File: src/rtl/uart_rx_fifo.sv
// UART receiver with internal baud divider, 3-sample majority vote, framing check and receive FIFO.
// Optional parity checking is compiled in when UART_RX_PARITY_EN is defined.
module uart_rx_fifo #(
  parameter int unsigned CLK_DIV    = 5208,
  parameter int unsigned DATA_BITS  = 8,
  parameter int unsigned STOP_BITS  = 1,
  parameter int unsigned FIFO_DEPTH = 4,
  parameter int unsigned PARITY_ODD = 0
) (
  input  logic                          clk,
  input  logic                          rst,
  input  logic                          rx_en,
  input  logic                          din,
  output logic [DATA_BITS-1:0]          dout,
  output logic                          dout_valid,
  input  logic                          dout_ready,
  output logic                          frame_err,
  output logic                          parity_err,
  output logic                          overrun,
  output logic                          busy,
  output logic [$clog2(FIFO_DEPTH):0]   fifo_count
);

  localparam int unsigned Mid  = CLK_DIV / 2;
  localparam int unsigned Aw   = $clog2(FIFO_DEPTH);
  localparam int unsigned CntW = 16;
  localparam int unsigned BitW = 4;

`ifdef UART_RX_PARITY_EN
  typedef enum logic [2:0] {StIdle, StStart, StData, StParity, StStop, StBreak} state_e;
`else
  typedef enum logic [2:0] {StIdle, StStart, StData, StStop, StBreak} state_e;
`endif

  state_e                 state_q, state_d;
  logic                   sync_q, rxs_q;
  logic [CntW-1:0]        cnt_q, cnt_d;
  logic [BitW-1:0]        bit_q, bit_d;
  logic [DATA_BITS-1:0]   data_q, data_d;
  logic [1:0]             samp_q, samp_d;
  logic                   decide, maj, push;

  assign decide = (cnt_q == CntW'(Mid + 1));
  assign maj    = (samp_q[0] & samp_q[1]) | (samp_q[0] & rxs_q) | (samp_q[1] & rxs_q);
  assign busy   = (state_q != StIdle);

`ifdef UART_RX_PARITY_EN
  logic par_bad_q, par_bad_d, perr;
  assign parity_err = perr;
`else
  assign parity_err = 1'b0;
`endif

  always_comb begin
    state_d   = state_q;
    // The counter free-runs across bit boundaries so consecutive decisions stay CLK_DIV apart.
    cnt_d     = (cnt_q == CntW'(CLK_DIV - 1)) ? '0 : cnt_q + 1'b1;
    bit_d     = bit_q;
    data_d    = data_q;
    samp_d    = samp_q;
    push      = 1'b0;
    frame_err = 1'b0;
`ifdef UART_RX_PARITY_EN
    par_bad_d = par_bad_q;
    perr      = 1'b0;
`endif
    if (cnt_q == CntW'(Mid - 1)) samp_d[0] = rxs_q;
    if (cnt_q == CntW'(Mid))     samp_d[1] = rxs_q;

    unique case (state_q)
      StIdle: begin
        cnt_d = '0;
        if (rx_en && !rxs_q) state_d = StStart;
      end
      StStart: begin
        if (decide) begin
          bit_d   = '0;
          state_d = maj ? StIdle : StData;
        end
      end
      StData: begin
        if (decide) begin
          data_d = {maj, data_q[DATA_BITS-1:1]};
          if (bit_q == BitW'(DATA_BITS - 1)) begin
            bit_d   = '0;
`ifdef UART_RX_PARITY_EN
            state_d = StParity;
`else
            state_d = StStop;
`endif
          end else begin
            bit_d = bit_q + 1'b1;
          end
        end
      end
`ifdef UART_RX_PARITY_EN
      StParity: begin
        if (decide) begin
          par_bad_d = ((^data_q) ^ maj) != PARITY_ODD[0];
          state_d   = StStop;
        end
      end
`endif
      StStop: begin
        if (decide) begin
          if (!maj) begin
            frame_err = 1'b1;
            state_d   = StBreak;
          end else if (bit_q == BitW'(STOP_BITS - 1)) begin
            state_d = StIdle;
`ifdef UART_RX_PARITY_EN
            if (par_bad_q) perr = 1'b1;
            else           push = 1'b1;
`else
            push = 1'b1;
`endif
          end else begin
            bit_d = bit_q + 1'b1;
          end
        end
      end
      StBreak: begin
        cnt_d = '0;
        if (rxs_q) state_d = StIdle;
      end
      default: state_d = StIdle;
    endcase
  end

  always_ff @(posedge clk or negedge rst) begin
    if (!rst) begin
      sync_q    <= 1'b1;
      rxs_q     <= 1'b1;
      state_q   <= StIdle;
      cnt_q     <= '0;
      bit_q     <= '0;
      data_q    <= '0;
      samp_q    <= 2'b11;
`ifdef UART_RX_PARITY_EN
      par_bad_q <= 1'b0;
`endif
    end else begin
      sync_q    <= din;
      rxs_q     <= sync_q;
      state_q   <= state_d;
      cnt_q     <= cnt_d;
      bit_q     <= bit_d;
      data_q    <= data_d;
      samp_q    <= samp_d;
`ifdef UART_RX_PARITY_EN
      par_bad_q <= par_bad_d;
`endif
    end
  end

  logic [DATA_BITS-1:0] mem_q [FIFO_DEPTH];
  logic [Aw-1:0]        wptr_q, rptr_q;
  logic [Aw:0]          count_q, count_d;
  logic                 full, pop, push_ok;

  assign full       = (count_q == (Aw + 1)'(FIFO_DEPTH));
  assign dout_valid = (count_q != '0);
  assign pop        = dout_valid & dout_ready;
  // A pop in the same cycle frees the slot, so a full FIFO still accepts the push.
  assign push_ok    = push & (~full | pop);
  assign overrun    = push & full & ~pop;
  assign dout       = mem_q[rptr_q];
  assign fifo_count = count_q;

  always_comb begin
    count_d = count_q;
    unique case ({push_ok, pop})
      2'b10:   count_d = count_q + 1'b1;
      2'b01:   count_d = count_q - 1'b1;
      default: count_d = count_q;
    endcase
  end

  always_ff @(posedge clk or negedge rst) begin
    if (!rst) begin
      for (int i = 0; i < int'(FIFO_DEPTH); i++) mem_q[i] <= '0;
      wptr_q  <= '0;
      rptr_q  <= '0;
      count_q <= '0;
    end else begin
      if (push_ok) begin
        mem_q[wptr_q] <= data_q;
        wptr_q        <= wptr_q + 1'b1;
      end
      if (pop) rptr_q <= rptr_q + 1'b1;
      count_q <= count_d;
    end
  end

endmodule

File: config.mk
export PLATFORM = sky130hd
export DESIGN_NAME = uart_rx_fifo
export DESIGN_NICKNAME = d
export VERILOG_FILES = /design/src/rtl/uart_rx_fifo.sv
export SDC_FILE = /design/constraint.sdc
export NUM_CORES = 1
export LEC_CHECK = 0
export ABC_AREA = 1
export BUFFER_PORTS_ARGS = -buffer_cell sky130_fd_sc_hd__clkbuf_2
export CAP_MARGIN = 20
export CORE_UTILIZATION = 60
export CTS_CLUSTER_SIZE = 8
export DETAILED_ROUTE_END_ITERATION = 7
export PLACE_DENSITY = 0.8
export SLEW_MARGIN = 15
export SYNTH_ARGS = -nofsm -noshare
export SYNTH_HDL_FRONTEND = slang
export SYNTH_SLANG_ARGS = --single-unit
File: constraint.sdc
create_clock -name clk -period 3.35 [get_ports clk]
set_clock_uncertainty 0.2 [all_clocks]
set_input_delay 0.67 -clock clk [delete_from_list [all_inputs] [get_ports clk]]
set_output_delay 0.67 -clock clk [all_outputs]
set_load 0.01 [all_outputs]
Word-level counts from Yosys, hierarchy flattened:

Index checks and enable logic that the tools add are counted.

* multiplexer cells: 33
* $add $sub $neg: 6
* divide/modulo/power cells: 0
* reductions and logical operators: 13
* shift-type cells: 0
* multiply operators: 0
* equality and inequality tests: 21
* bitwise logic cells: 14
* magnitude comparators: 3

Operators by type and width (count)
* $eq A16 B12 Y1 const B: 3
* $bwmux W32: 1
* $mux W16: 2
* $mux W3: 8
* $mux W4: 6
* $mux W8: 3
* $add A16 B1 Y16 const B: 1
* $bmux W8 S2: 1
* $demux W8 S2: 1
* $eq A16 B13 Y1 const B: 1
* $ne A2 B2 Y1 const B: 8
* $pmux W3 S5: 1
* $pmux W4 S3: 1
* $reduce_bool A3 Y1: 3
* $and A1 B1 Y1: 7
* $mux W1: 7
* $reduce_and A7 Y1: 1
* $eq A3 B2 Y1 const B: 2
* $eq A3 B3 Y1 const B: 2
* $ge A3 B3 Y1 const B: 2
* $not A2 Y3: 2
* $pmux W3 S2: 1
* $reduce_and A6 Y1: 1
* $add A2 B1 Y2 const B: 2
* 19 further kinds: 23

* memory bits (read-only): 0
* memories kept: 0
* output and inout bits: 16
* logic and storage cells: 105
* input bits: 5
* register bits after elaboration: 74
* memory bits (writable): 0
* bits in latches: 0

Logic depth before layout (Yosys ltp):

Gate-level depths: netlist of the first run.

* depth in word-level cells: 9
* depth in mapped cells: 13
* mapped depth without buffers: 13

Least setup slack after synthesis of the first run:

OpenSTA, ideal clock, no wires.

* path kind: input to register
* from: input dout_ready
* to: register count_q[2] (netlist: fifo_count[2])
* path slack: 869 ps
* stages on the path: 10
* data required time: 3019 ps
* setup time: 131 ps
* arrival: 2150 ps
* buffers on the path: 1
* cells stage by stage: inv_1 -> nand3_2 -> buf_2 -> nand2_1 -> ha_1 -> inv_1 -> fa_1 -> a21oi_1 -> o21ai_0 -> xor2_1

* cells in the longest elaborated chain, start to end: 5
* elaborated cells on any way between the ends: 7
* classes of those cells: eq/ne (2); mux (1); bitwise (3); reduce/logical (1)

Ends and longest elaborated chain
* start: declaration: RTL line 16 `input logic dout_ready,`
* $and A1 B1 Y1 (*): RTL line 163 `assign pop = dout_valid & dout_ready;`
* $or A1 B1 Y1: RTL line 165 `assign push_ok = push & (~full | pop);`
* $and A1 B1 Y1: RTL line 165
* $eq A2 B1 Y1 or $eq A2 B2 Y1 (tied branches): RTL line 172 `unique case ({push_ok, pop})`
* $pmux W3 S2 or $reduce_bool A2 Y1 (tied branches)
* end signal: assignment: RTL line 191 `count_q <= count_d;`
* end: declaration: RTL line 158 `logic [Aw:0] count_q, count_d;`

Every way passes the cells marked *; elsewhere a longest branch is shown, timed or not.
A chain may end at the register's enable or synchronous reset.

Worst setup path after layout of the first run:

* from: register bit_q[0]
* to: output overrun

* cells in the longest elaborated chain, start to end: 7

Ends and longest elaborated chain
* start: declaration: RTL line 38 `logic [BitW-1:0] bit_q, bit_d;`
* start signal: assignment: RTL line 147 `bit_q <= bit_d;`
* $logic_not A4 Y1: RTL line 109 `end else if (bit_q == BitW'(STOP_BITS - 1)) begin`
* $mux W1: RTL line 109
* $mux W1: RTL line 106 `if (!maj) begin`
* $mux W1: RTL line 105 `if (decide) begin`
* $mux W1: RTL line 70 `unique case (state_q)`
* $and A1 B1 Y1 (2 in series): RTL line 166 `assign overrun = push & full & ~pop;`
* end: declaration: RTL line 19 `output logic overrun,`

No other way between the ends.

==> run_results.csv, run 1 <==
group,metric,value,unit
outcome,status,"complete, but fails checks",
outcome,failed_checks,"design-rule violations",
synthesis,ys_types,36,
critical_path,critPathMaxStageDelay,420,ps
placed_design,postPlaceCellArea,4210,µm²
critical_path,crit_type,"register to primary output",
timing,clock.fmax,370,MHz
clock_network,clk_latency,360,ps
finish,mostFrequentLayoutCells,"nand2_1 (149), dfrtp_1 (70), nor2_1 (59)",
floorplan,ioPinCount,21,
clock_network,post_cts_buffers,0,
floorplan,start_util,0.633,
timing,period_share,0.808,
routing,avgRoutedWirePerCell,14.8,µm
placed_design,pre_cts_ws,835,ps
floorplan,die_width,84.8,µm
synthesis,synthAdderAreaFrac,0.0353,
critical_path,cp_slowest_cell,"dfrtp_1",
clock_network,cts_max_level,3,
power_and_ir_drop,p_leak,0.00235,µW
placed_design,io_buffer_count,19,
timing,tns,0,ps
clock_network,cts.reportedPaths.clkPinSlew,70,ps
critical_path,arrival,1840,ps
min_path,hp-class,"register to register",
grt,grt-ovfl-total,0,
power_and_ir_drop,power.density,658,nW/µm²
placed_design,dp_hpwl,6110,µm
routing,drt-total-wl,9090,µm
timing,min_period,2710,ps
routing,viasPerCell,5.75,
power_and_ir_drop,power,2910,µW
placed_design,gp_congestion,0.890,
clock_network,cts_buffers,9,
clock_network,cts_resized,0,
synthesis,synth_seq_area_share,0.452,
grt,grt_use_total,0.275,
synthesis,syn_area,4110,µm²
clock_network,cts_hold_buf,0,
timing,worst_pin_slew,929,ps
finish,design_area,4420,µm²
grt,grt_pass1_vias,3267,
critical_path,critical_path_required,2480,ps
finish,fin_util,0.680,
floorplan,core,6490,µm²
finish,seqCellArea,1860,µm²
flow_run,maxCapViolCount,0,
critical_path,crit_chain,"inv_1, ha_1, nand3_1, nor2_1, nand2_1, nor3_1, clkbuf_2",
routing,dr.pass1.iters,7,
finish,nFillCells,516,
grt,antenna_found_initial,0,
synthesis,synth_top_family_by_area,"simple AND/OR/NAND/NOR gates",
timing,layout_setup_ws,645,ps
routing,vias,3536,
clock_network,cts_tree,"yes",
clock_network,cts_buffer_depth,2,
synthesis,synth_nets,532,
clock_network,root_buffer,"clkbuf_8",
floorplan,rows,29,
floorplan,dieArea,7180,µm²
critical_path,crit_fanout,4,
synthesis,postSynthCellCount,516,
critical_path,critPathCaptureType,"primary output",
grt,grt_start_max_net_pins,75,
routing,drc,2,
finish,final_common_cell,"nand2_1",
synthesis,synth.mux.area_fraction,0,
synthesis,ys_ff_latch,74,
critical_path,start_kind,"register",
finish,fin_nets,549,
synthesis,synth_compound_area_frac,0.0682,
routing,first_iter_violations,287,
routing,ant_nets,0,
synthesis,ys_warn_count,0,
finish,drive_gt1_frac,0.123,
clock_network,cts_sinks,74,
timing,slew_violations,0,
timing,rsz0062_at_grt,"false",
grt,grt_pass1_wl,15300,µm
floorplan,fp.dieH,84.8,µm
synthesis,yosys.area_share.simple,0.349,
power_and_ir_drop,max-vdd-ir-drop,445,µV
timing,slew_headroom,0.381,
finish,antenna_cells,0,
timing,setup_violations,0,
synthesis,post_synth.cell_area_avg,7.96,µm²
timing,hold_viol,0,
finish,area_growth,7.52,%
finish,multi_input_area,1930,µm²
synthesis,synth_xor_xnor_area_share,0.0171,
[registers in the layout, indices dropped and copies added, names as in the netlist]
| signal | flops |
|---|---|
| mem_q | 32 |
| cnt_q | 16 |
| data_q | 8 |
| bit_q | 4 |
| fifo_count | 3 |
| state_q | 3 |
| rptr_q | 2 |
| samp_q | 2 |
| wptr_q | 2 |
| rxs_q | 1 |
| sync_q | 1 |
[layout make-up]
class	count	area share
repair buffers	23	0.0289
clock inverters	4	0.0113
inverters	53	0.0450
clock buffers	12	0.0351
flip-flops and latches	74	0.420
well taps	77	0.0218
multi-input cells	372	0.438
[final timing paths]
path / from / end / slack [ps] / cells past startpoint
min in group asynchronous: rst / cnt_q[8]$_DFF_PN0_ / 240 / 1
min reg2reg: sync_q$_DFF_PN1_ / rxs_q$_DFF_PN1_ / 160 / 0
max reg2reg: bit_q[0]$_DFFE_PN0P_ / fifo_count[2]$_DFFE_PN0P_ / 790 / 13
max in group asynchronous: rst / fifo_count[2]$_DFFE_PN0P_ / 2110 / 1
max: bit_q[0]$_DFFE_PN0P_ / overrun / 640 / 7
min: sync_q$_DFF_PN1_ / rxs_q$_DFF_PN1_ / 160 / 0
[synth_stat cells (all sizes together)]
library cell	n	area [µm²]
a21oi	7	38.8
a31oi	1	6.26
buf	14	109
clkbuf	3	11.3
conb	1	3.75
dfrtp	70	1750
dfstp	4	105
fa	1	20.0
ha	10	125
inv	53	199
nand2	152	583
nand3	24	130
nand4	41	317
nor2	70	333
nor3	10	50.1
nor3b	2	15.0
nor4	1	6.26
o21a	1	7.51
o21ai	34	170
o22ai	8	50.1
o31ai	1	7.51
xnor2	2	17.5
xor2	6	52.6
[cell families (layout without fill, tap and decap cells)]
family	after synthesis	count (layout)
fa+ha+maj	11	11
simple gates	300	300
compound gates	52	52
other cells	1	1
xor+xnor	8	8
buf+inv	70	92
flops	74	74
[through the flow]
step | cells | hold slack (ps)
floorplan | 516 | 145
global placement | 599 | 147
detailed placement | 599 | 149
CTS | 615 | 160
global route | 615 | 161
finish | 615 | 158
[power by group]
group | internal, µW | total (µW) | switching [µW] | leakage [µW]
clock | 384 | 720 | 336 | 0.0000986
combinational | 364 | 1070 | 707 | 0.00126
sequential | 994 | 1120 | 124 | 0.000994
[worst max-delay path, delay by kind of cell, from the launching register on]
| family | cells | cell delay [ps] |
|---|---|---|
| DFF | 1 | 420 |
| and+or+nand+nor | 4 | 570 |
| adders and majority gates | 1 | 190 |
| buffers and inverters | 2 | 290 |
[layer usage]
layer | global-route usage | part of all wire
met5 | 0 | 0
met4 | 0.126 | 0.017
met3 | 0.0452 | 0.055
met2 | 0.432 | 0.47
met1 | 0.375 | 0.46
Note: power is estimated with default switching activity, not from simulation.
==> run 2, diff against run 1 <==
--- a/config.mk
+++ b/config.mk
@@ -5,13 +5,13 @@
 export SDC_FILE = /design/constraint.sdc
 export NUM_CORES = 1
 export LEC_CHECK = 0
-export ABC_AREA = 1
+export ABC_AREA = 0
 export BUFFER_PORTS_ARGS = -buffer_cell sky130_fd_sc_hd__clkbuf_2
 export CAP_MARGIN = 20
 export CORE_UTILIZATION = 60
 export CTS_CLUSTER_SIZE = 8
 export DETAILED_ROUTE_END_ITERATION = 7
-export PLACE_DENSITY = 0.8
+export PLACE_DENSITY = 0.81
 export SLEW_MARGIN = 15
 export SYNTH_ARGS = -nofsm -noshare
 export SYNTH_HDL_FRONTEND = slang
==> constraint.sdc (replaced) <==
create_clock -name clk -period 2.6 [get_ports clk]
set_clock_uncertainty 0.2 [all_clocks]
set_input_delay 0.52 -clock clk [delete_from_list [all_inputs] [get_ports clk]]
set_output_delay 0.52 -clock clk [all_outputs]
set_load 0.01 [all_outputs]
==> run_results.csv, run 2 <==
group,metric,value,unit
power_and_ir_drop,power.density,637,nW/µm²
critical_path,critPathCaptureType,"register",
min_path,hp-class,"input pin to async pin",
critical_path,cpLargestDelayFamily,"simple AND/OR/NAND/NOR gates",
routing,avgRoutedWirePerCell,17.5,µm
critical_path,ff2ff_setup_slack,-130,ps
timing,hold_slack,-17.6,ps
timing,slew_headroom,0.668,
power_and_ir_drop,swShare,0.307,
power_and_ir_drop,p_seq_frac,0.448,
grt,grt_use_total,0.262,
power_and_ir_drop,combPwrFrac,0.264,
timing,clock.fmax,367,MHz
synthesis,async_flop_share,1.00,
synthesis,syn_area,3770,µm²
clock_network,cts_buffers,9,
critical_path,arrival,2760,ps
grt,grt_pass1_vias,2754,
clock_network,cts.reportedPaths.clkPinSlew,80,ps
finish,antenna_cells,0,
grt,grt-ovfl-total,0,
routing,first_iter_violations,104,
critical_path,crit_top_cell,"or4_4",
grt,antenna_found_initial,0,
synthesis,post_synth.cell_area_avg,12.5,µm²
clock_network,root_buffer,"clkbuf_8",
critical_path,cp_slowest_cell,"or4_4",
synthesis,synth_seq_area_share,0.493,
routing,drc,0,
critical_path,critical_path_depth,5,
critical_path,crit_chain,"buf_6, or4b_1, or4_4, or4_4, mux2_4",
critical_path,start_kind,"register",
synthesis,synthFlopType,"dfrtp_1",
power_and_ir_drop,p_switching,918,µW
routing,drt-total-wl,7760,µm
power_and_ir_drop,p_leak,0.00226,µW
timing,setup_violations,45,
synthesis,postSynthCellCount,301,
critical_path,critPathMaxStageDelay,560,ps
finish,largest_register_ffs,32,
timing,slew_violations,0,
synthesis,synth.area.top_cells,"dfrtp_1 (46%), mux2_2 (9.0%), mux4_2 (4.8%)",
timing,rsz0062_at_grt,"true",
timing,hold_viol,27,
placed_design,dp_hpwl,4890,µm
floorplan,rows,28,
clock_network,cts_sinks,74,
critical_path,reg2reg_to,"bit_q[0]$_DFFE_PN0P_",
routing,ant_nets,0,
clock_network,clk_latency,350,ps
grt,grt_start_max_net_pins,75,
timing,worst_pin_slew,494,ps
finish,area_growth,24.6,%
synthesis,yosysTopAreaCellShare,0.465,
placed_design,pre_cts_ws,-142,ps
floorplan,ioPinCount,21,
finish,top_register,"mem_q",
floorplan,dieArea,6600,µm²
floorplan,fp.dieH,81.3,µm
critical_path,r2r_start,"cnt_q[13]$_DFF_PN0_",
floorplan,die_width,81.3,µm
clock_network,cts_max_level,3,
floorplan,start_util,0.629,
power_and_ir_drop,intPower,2070,µW
synthesis,yosysTopAreaCell,"dfrtp_1",
finish,reg.largest.list,"mem_q (32), cnt_q (16), data_q (8)",
routing,viasPerCell,5.88,
routing,vias,2611,
synthesis,synth_edf_count,0,
critical_path,crit_type,"register to register",
critical_path,reg2reg_depth,5,
synthesis,synth_nets,317,
finish,fin_util,0.784,
synthesis,ys_warn_count,0,
power_and_ir_drop,power_frac_clock,0.288,
outcome,status,"complete, but fails checks",
routing,dr.pass1.iters,4,
grt,grt_pass1_wl,12800,µm
synthesis,ys_ff_latch,74,
finish,mostFrequentLayoutCells,"dfrtp_1 (70), mux2_4 (38), buf_4 (38)",
clock_network,cts_tree,"yes",
flow_run,maxCapViolCount,0,
finish,drive_gt1_frac,0.436,
timing,layout_setup_ws,-128,ps
outcome,failed_checks,"negative hold slack, negative setup slack",
finish,final_common_cell,"dfrtp_1",
timing,min_period,2730,ps
clock_network,cts_buffer_depth,2,
floorplan,core,5990,µm²
timing,period_share,1.05,
synthesis,ys_types,51,
synthesis,synth_common_cells,"dfrtp_1 (70), mux2_2 (30), nor2_1 (19)",
critical_path,path_buf_inv,1,
critical_path,critical_path_required,2640,ps
placed_design,gp_congestion,0.837,
synthesis,yosysMostFrequentCell,"dfrtp_1",
power_and_ir_drop,max-vdd-ir-drop,578,µV
finish,fin_nets,381,
placed_design,io_buffer_count,19,
critical_path,crit_fanout,5,
==> run 2: how the worst max path moves through the flow <==
stage                             start                        end  slack (ps)
floorplan           cnt_q[13]$_DFF_PN0_  fifo_count[2]$_DFFE_PN0P_        -130
global placement             dout_ready                    overrun         -80
detailed placement           dout_ready                    overrun        -140
CTS                 cnt_q[15]$_DFF_PN0_  fifo_count[2]$_DFFE_PN0P_        -110
global route        cnt_q[15]$_DFF_PN0_  fifo_count[2]$_DFFE_PN0P_        -240
finish              cnt_q[13]$_DFF_PN0_       bit_q[0]$_DFFE_PN0P_        -130
==> run 2: layout make-up <==
class | instances | area, µm²
multi-input cells | 199 | 1980
flip-flops and latches | 74 | 1860
fillers | 360 | 1290
repair buffers | 67 | 528
clock buffers | 10 | 128
well taps | 75 | 93.8
clock inverters | 5 | 56.3
inverters | 14 | 52.6
==> run 2: layer usage <==
| metal | track usage | share of wire | up-vias | routed length (µm) |
|---|---|---|---|---|
| li1 | - | - | 1214 | - |
| met1 | 0.302 | 0.43 | 1342 | 3360 |
| met2 | 0.473 | 0.53 | 40 | 4090 |
| met3 | 0.0607 | 0.025 | 15 | 195 |
| met4 | 0.0929 | 0.015 | 0 | 114 |
| met5 | 0 | 0 | - | 0 |
==> run 2: kinds of logic (layout without fill, tap and decap cells) <==
family	count (synthesis)	after routing	share of synthesized area
AO/OA/AOI/OAI	23	23	0.0428
XOR/XNOR	18	18	0.0418
adder cells (fa/ha/maj)	12	12	0.0412
buffers and inverters	28	96	0.0329
flip-flops	74	74	0.493
multiplexers	53	53	0.190
other	1	1	0.000995
AND/OR/NAND/NOR	92	92	0.158
==> run 2: through the flow <==
step	cell area [µm²]	instances	TNS, ps	total power, µW	hold WS [ps]
finish	4700	444	-2180	2990	-17.6
floorplan	3800	301	-430	1840	24.4
CTS	4680	443	-1740	2990	11.2
global placement	4300	426	-979	2090	146
detailed placement	4300	426	-1720	2130	148
global route	4700	444	-4930	3160	7.82
==> run 2: repair_timing <==
| action | in CTS | in global routing |
|---|---|---|
| setup buffers | 3 | 1 |
| resized for setup | 43 | 4 |
| endpoints found under the hold margin | 0 | 0 |
| gates cloned | 0 | 0 |
| pin swaps | 2 | 4 |
| hold buffers | 0 | 0 |
| setup endpoints to repair | 46 | 49 |
==> run 2: power by group through the flow <==
| stage | Clock (µW) | Sequential, µW | Combinational (µW) |
|---|---|---|---|
| final | 862 | 1340 | 789 |
| after global routing | 932 | 1360 | 871 |
| after CTS | 867 | 1340 | 780 |
| after detailed placement | 0 | 1360 | 770 |
| after global placement | 0 | 1360 | 737 |
| after floorplan | 0 | 1350 | 488 |
